File: src/rtl/elastic_pipeline_reg.sv
// rtl/elastic_pipeline_reg.sv - multi-stage valid/ready pipeline register with bubble collapse, flush and optional input skid
module elastic_pipeline_reg #(
    parameter int N      = 32,
    parameter int STAGES = 2,
    parameter int SKID   = 1
) (
    input  logic                          CLK,
    input  logic                          RST,
    input  logic                          FLUSH,
    input  logic                          in_valid,
    output logic                          in_ready,
    input  logic [N-1:0]                  in_data,
    output logic                          out_valid,
    input  logic                          out_ready,
    output logic [N-1:0]                  out_data,
    output logic [$clog2(STAGES+2)-1:0]   count
);
    localparam int CW = $clog2(STAGES + 2);

    logic [STAGES-1:0] v_q, v_d;
    logic [N-1:0]      d_q [STAGES];
    logic [N-1:0]      d_d [STAGES];
    logic              sv_q, sv_d;
    logic [N-1:0]      sd_q, sd_d;
    logic [CW-1:0]     count_q, count_d;

    logic [STAGES-1:0] open_s, take_s;
    logic              open_chain, take_bit;
    logic              acc, cmp, src_valid;
    logic [N-1:0]      src_data;

    always_comb begin
        open_s     = '0;
        take_s     = '0;
        open_chain = out_ready;
        take_bit   = 1'b0;
        // Walk from the output back so each stage sees whether its successor frees up this cycle.
        for (int i = STAGES - 1; i >= 0; i--) begin
            take_bit   = v_q[i] & open_chain;
            take_s[i]  = take_bit;
            open_chain = ~v_q[i] | take_bit;
            open_s[i]  = open_chain;
        end
    end

    always_comb begin
        if (SKID != 0) begin
            in_ready  = ~sv_q & ~FLUSH & ~RST;
            acc       = in_valid & in_ready;
            src_valid = sv_q | acc;
            src_data  = sv_q ? sd_q : in_data;
        end else begin
            in_ready  = open_s[0] & ~FLUSH & ~RST;
            acc       = in_valid & in_ready;
            src_valid = acc;
            src_data  = in_data;
        end

        sv_d = sv_q;
        sd_d = sd_q;
        if (SKID != 0) begin
            if (sv_q && open_s[0]) begin
                sv_d = 1'b0;
            end else if (acc && !open_s[0]) begin
                sv_d = 1'b1;
                sd_d = in_data;
            end
        end

        v_d = v_q;
        d_d = d_q;
        if (src_valid && open_s[0]) begin
            v_d[0] = 1'b1;
            d_d[0] = src_data;
        end else if (take_s[0]) begin
            v_d[0] = 1'b0;
        end
        for (int i = 1; i < STAGES; i++) begin
            if (take_s[i-1]) begin
                v_d[i] = 1'b1;
                d_d[i] = d_q[i-1];
            end else if (take_s[i]) begin
                v_d[i] = 1'b0;
            end
        end

        cmp     = v_q[STAGES-1] & out_ready;
        count_d = count_q + CW'(acc) - CW'(cmp);
    end

    always_ff @(posedge CLK) begin
        if (RST || FLUSH) begin
            v_q     <= '0;
            d_q     <= '{default: '0};
            sv_q    <= 1'b0;
            sd_q    <= '0;
            count_q <= '0;
        end else begin
            v_q     <= v_d;
            d_q     <= d_d;
            sv_q    <= sv_d;
            sd_q    <= sd_d;
            count_q <= count_d;
        end
    end

    assign out_valid = v_q[STAGES-1];
    assign out_data  = d_q[STAGES-1];
    assign count     = count_q;
endmodule

File: config.mk
export PLATFORM = sky130hd
export DESIGN_NAME = elastic_pipeline_reg
export DESIGN_NICKNAME = d
export VERILOG_FILES = /design/src/rtl/elastic_pipeline_reg.sv
export SDC_FILE = /design/constraint.sdc
export NUM_CORES = 1
export LEC_CHECK = 0
export CAP_MARGIN = 0
export CORE_AREA = 10 10 104 106
export DETAILED_ROUTE_END_ITERATION = 7
export DIE_AREA = 0 0 114 116
export HOLD_SLACK_MARGIN = 0.02
export PLACE_DENSITY = 0.83
export SETUP_SLACK_MARGIN = 0.15
export SYNTH_ARGS = -nofsm -noshare
export SYNTH_HDL_FRONTEND = slang
export SYNTH_SLANG_ARGS = --single-unit
File: constraint.sdc
create_clock -name CLK -period 2.4 [get_ports CLK]
set_input_delay 0.24 -clock CLK [delete_from_list [all_inputs] [get_ports CLK]]
set_output_delay 0.24 -clock CLK [all_outputs]
set_load 0.02 [all_outputs]
==> run_summary.xml <==
<?xml version="1.0" encoding="UTF-8"?>
<metrics>
  <group name="die">
    <metric name="boundaryPins" unit="">73</metric>
    <metric name="fp.dieArea" unit="um2">13200</metric>
    <metric name="num_rows" unit="">34</metric>
    <metric name="starting_density_of_the_core" unit="%">51.8</metric>
    <metric name="fp.dieW" unit="um">114</metric>
    <metric name="core_area" unit="um2">8680</metric>
    <metric name="chipHeight" unit="um">116</metric>
  </group>
  <group name="synthesis">
    <metric name="yosys_register_bits" unit="">101</metric>
    <metric name="synth_seq_area_share" unit="%">44.9</metric>
    <metric name="yosysWarnings" unit="">0</metric>
    <metric name="post_synth.cell_area_avg" unit="um2">8.49</metric>
    <metric name="proportion_of_synthesized_flip_flops_having_asynchronous_set_or_reset" unit="%">0</metric>
    <metric name="synth.lib_cells_used.distinct" unit="">28</metric>
    <metric name="syn_area" unit="um2">4500</metric>
    <metric name="synth_ff_type" unit="">dfxtp_1</metric>
    <metric name="syn_inst" unit="">530</metric>
    <metric name="synth_enable_flop_cells" unit="">0</metric>
    <metric name="synth.net_count" unit="">569</metric>
  </group>
  <group name="critical_path">
    <metric name="worst-path-max-fanout" unit="">4</metric>
    <metric name="worst-setup-path-type" unit="">input pin to output pin</metric>
    <metric name="startpoint_type" unit="">input pin</metric>
    <metric name="startpoint_of_the_worst_slack_reg_to_reg_timing_path" unit="">sv_q</metric>
    <metric name="regToRegEndpoint" unit="">d_q[54]</metric>
    <metric name="worstPathArrival" unit="ps">1850</metric>
    <metric name="cp.required" unit="ps">2160</metric>
    <metric name="critical_path.slowest_cell" unit="">clkdlybuf4s50_1</metric>
    <metric name="path_buf_inv" unit="">2</metric>
    <metric name="critical_path.top_delay_family" unit="">buffers and inverters</metric>
    <metric name="regToRegSetupSlack" unit="ps">370</metric>
    <metric name="timing.reg2reg.worst_path_depth" unit="">4</metric>
    <metric name="timing.critical_path.mode_cell" unit="">clkdlybuf4s50_1</metric>
    <metric name="timing.critical_path.slowest_cell_delay" unit="ps">630</metric>
    <metric name="worstSetupEndpointType" unit="">output pin</metric>
    <metric name="timing.critical_path.cells" unit="">clkdlybuf4s50_1, or2_2, nor2_1, clkdlybuf4s50_1</metric>
  </group>
  <group name="clocking">
    <metric name="clkSinkCount" unit="">101</metric>
    <metric name="clkLatencyLatePin" unit="ps">360</metric>
    <metric name="cts_resized" unit="">0</metric>
    <metric name="cts_made_buffers" unit="">9</metric>
    <metric name="h-tree-depth" unit="">3</metric>
    <metric name="cts_root_buffer" unit="">clkbuf_8</metric>
    <metric name="postCtsSetupBuffers" unit="">0</metric>
    <metric name="holdBufCountCts" unit="">0</metric>
    <metric name="clkTransAtPathRegs" unit="ps">90</metric>
    <metric name="clk_path_buf_depth" unit="">2</metric>
    <metric name="cts_tree" unit="">done</metric>
  </group>
  <group name="detailed_routing">
    <metric name="drt.antenna.violating_nets" unit="">0</metric>
    <metric name="drcViolationCount" unit="">0</metric>
    <metric name="post_detailed_routing_wire_length" unit="um">10900</metric>
    <metric name="vias_per_cell" unit="">5.68</metric>
    <metric name="detailedRoute.firstPassIterationCount" unit="">5</metric>
    <metric name="drt_first_iter_violations" unit="">416</metric>
    <metric name="via_count" unit="">3714</metric>
    <metric name="route.detailed.wl_per_inst" unit="um">16.6</metric>
  </group>
  <group name="finish">
    <metric name="drive_above_1_share" unit="%">11.7</metric>
    <metric name="layout.cells.most_common" unit="">dfxtp_1</metric>
    <metric name="finish.net_count" unit="">580</metric>
    <metric name="post-route-util" unit="%">60.6</metric>
    <metric name="num_antenna_cells" unit="">0</metric>
    <metric name="multiInputGateArea" unit="um2">2020</metric>
    <metric name="seq_area" unit="um2">2020</metric>
    <metric name="syn_to_final_growth" unit="%">16.9</metric>
    <metric name="n_fill_cell" unit="">749</metric>
    <metric name="layout_common_cells" unit="">101 x dfxtp_1, 72 x clkdlybuf4s50_1, 66 x a21oi_1, 64 x nand3_1, 35 x o21ai_0</metric>
  </group>
  <group name="placement">
    <metric name="total_of_buffers_placed_on_input_and_output_ports" unit="">72</metric>
    <metric name="place.gp.congestion" unit="">0.784</metric>
    <metric name="place.detailed.hpwl" unit="um">7240</metric>
  </group>
  <group name="min_path">
    <metric name="min_path_type" unit="">input pin to flop</metric>
    <metric name="worst_hold_startpoint" unit="">in_data[11]</metric>
    <metric name="hold_path_depth" unit="">3</metric>
    <metric name="worstHoldEndpoint" unit="">sd_q[11]</metric>
  </group>
  <group name="sta">
    <metric name="finalHoldViolCount" unit="">0</metric>
    <metric name="timing.final.crit_period" unit="ps">2090</metric>
    <metric name="finalClockSkew" unit="ps">11.2</metric>
    <metric name="unrepaired_setup_endpoints_after_global_routing" unit="">false</metric>
    <metric name="achievable-frequency" unit="MHz">479</metric>
    <metric name="final_max_slew_viol_count" unit="">0</metric>
    <metric name="finalSetupViolations" unit="">0</metric>
    <metric name="worstMarginPinSlew" unit="ps">1020</metric>
    <metric name="min_period_over_period" unit="%">87.0</metric>
    <metric name="fin_worst_hold_slack" unit="ps">457</metric>
    <metric name="maxSlewHeadroom" unit="%">31.7</metric>
    <metric name="tns" unit="ps">0</metric>
  </group>
  <group name="global_route">
    <metric name="grt_antenna_before_repair" unit="">0</metric>
    <metric name="global_route.usage.met2" unit="%">24.4</metric>
    <metric name="busiest_layer_in_global_routing" unit="">met2</metric>
    <metric name="globalRouteOverflowTotal" unit="">0</metric>
    <metric name="largest_net_degree_at_the_start_of_global_routing" unit="">69</metric>
    <metric name="global_route.usage.met3" unit="%">4.34</metric>
    <metric name="first_global_vias" unit="">3570</metric>
    <metric name="wire_length_of_the_first_global_routing_pass" unit="um">18000</metric>
    <metric name="grt.total_usage" unit="%">16.2</metric>
    <metric name="grtUsageMet1" unit="%">22.3</metric>
  </group>
  <group name="power">
    <metric name="clock_power_share" unit="%">40.2</metric>
    <metric name="power.combinational.fraction" unit="%">6.7</metric>
    <metric name="power.sequential.fraction" unit="%">53.0</metric>
    <metric name="powerDensity" unit="nW/um2">606</metric>
    <metric name="power.switching" unit="uW">691</metric>
    <metric name="ir_drop" unit="uV">346</metric>
    <metric name="p_leak" unit="nW">1.87</metric>
    <metric name="cell_internal_pwr" unit="mW">2.49</metric>
    <metric name="power_switching_share" unit="%">21.7</metric>
  </group>
  <group name="status">
    <metric name="status" unit="">finished, final reports clean</metric>
  </group>
  <group name="run">
    <metric name="maxCapViolCount" unit="">0</metric>
  </group>
</metrics>
synth_stat cells (all sizes together) (2+ instances only):
library cell,count,area (um2)
or2,33,206
clkbuf,35,131
o21ai,65,329
nor2,4,15.0
a21oi,66,330
buf,49,329
nand3,64,320
inv,4,15.0
mux2i,32,320
nand2,32,120
and2,2,12.5
o211ai,32,240
dfxtp,101,2020
ha,2,25.0
area by class of cell:
| class | count | area share [%] |
|---|---|---|
| sequential | 101 | 38.5 |
| tap | 108 | 2.57 |
| multi-input combinational | 341 | 38.4 |
| timing repair buffer | 84 | 15.7 |
| inverter | 4 | 0.286 |
| clock buffer | 10 | 2.43 |
| clock inverter | 6 | 2.24 |
sequential cells by signal, summed over array words and instances (netlist names):
signal and cells:
count 2, sv_q 1, out_data 32, v_q 2, sd_q 32, d_q 32
kinds of logic (layout without fill, tap and decap cells):
group	Yosys count	after routing	synth area share [%]
AOI/OAI and AO/OA	163	163	20.0
xor gates and xnor gates	2	2	0.389
adders and majority gates	2	2	0.556
buffers and inverters	88	104	10.6
DFF	101	101	44.9
muxes	32	32	7.12
and+or+nand+nor	142	142	16.4
power groups by stage:
stage | Sequential (mW) | Combinational (mW) | Clock, mW
after floorplan | 1.73 | 0.114 | 0
after global placement | 1.73 | 0.209 | 0
after detailed placement | 1.73 | 0.213 | 0
after CTS | 1.69 | 0.213 | 1.30
after global routing | 1.69 | 0.231 | 1.37
final | 1.69 | 0.214 | 1.28
worst max path at each step:
| stage | slack (ps) | depth (start not counted) | startpoint | endpoint |
|---|---|---|---|---|
| 3_5_place_dp | 200 | 9 | RST | count[1] |
| 4_1_cts | 280 | 4 | RST | in_ready |
| 3_3_place_gp | 290 | 4 | RST | in_ready |
| 6_report | 310 | 4 | RST | in_ready |
| 2_1_floorplan | 420 | 10 | sv_q | count[1] |
| 5_1_grt | 230 | 4 | RST | in_ready |
metal layers:
metal	share of wire, %	up-vias
li1	-	1845
met1	46	1733
met2	46	126
met3	6.7	10
met4	1.0	0
met5	0	-
worst register-to-register path: stages (launching register included):
cell and delay (ps):
dfxtp_1 420, buf_4 360, inv_1 530, o211ai_1 440, mux2i_1 150
per-stage QoR:
step	total power [mW]	cell area, um2	setup slack (ps)	cells
6_report	3.18	5260	311	654
5_1_grt	3.29	5260	229	654
4_1_cts	3.21	5260	278	654
3_5_place_dp	1.94	5010	203	638
3_3_place_gp	1.94	5010	288	638
2_1_floorplan	1.84	4500	420	530
(Power assumes the default switching activity.)
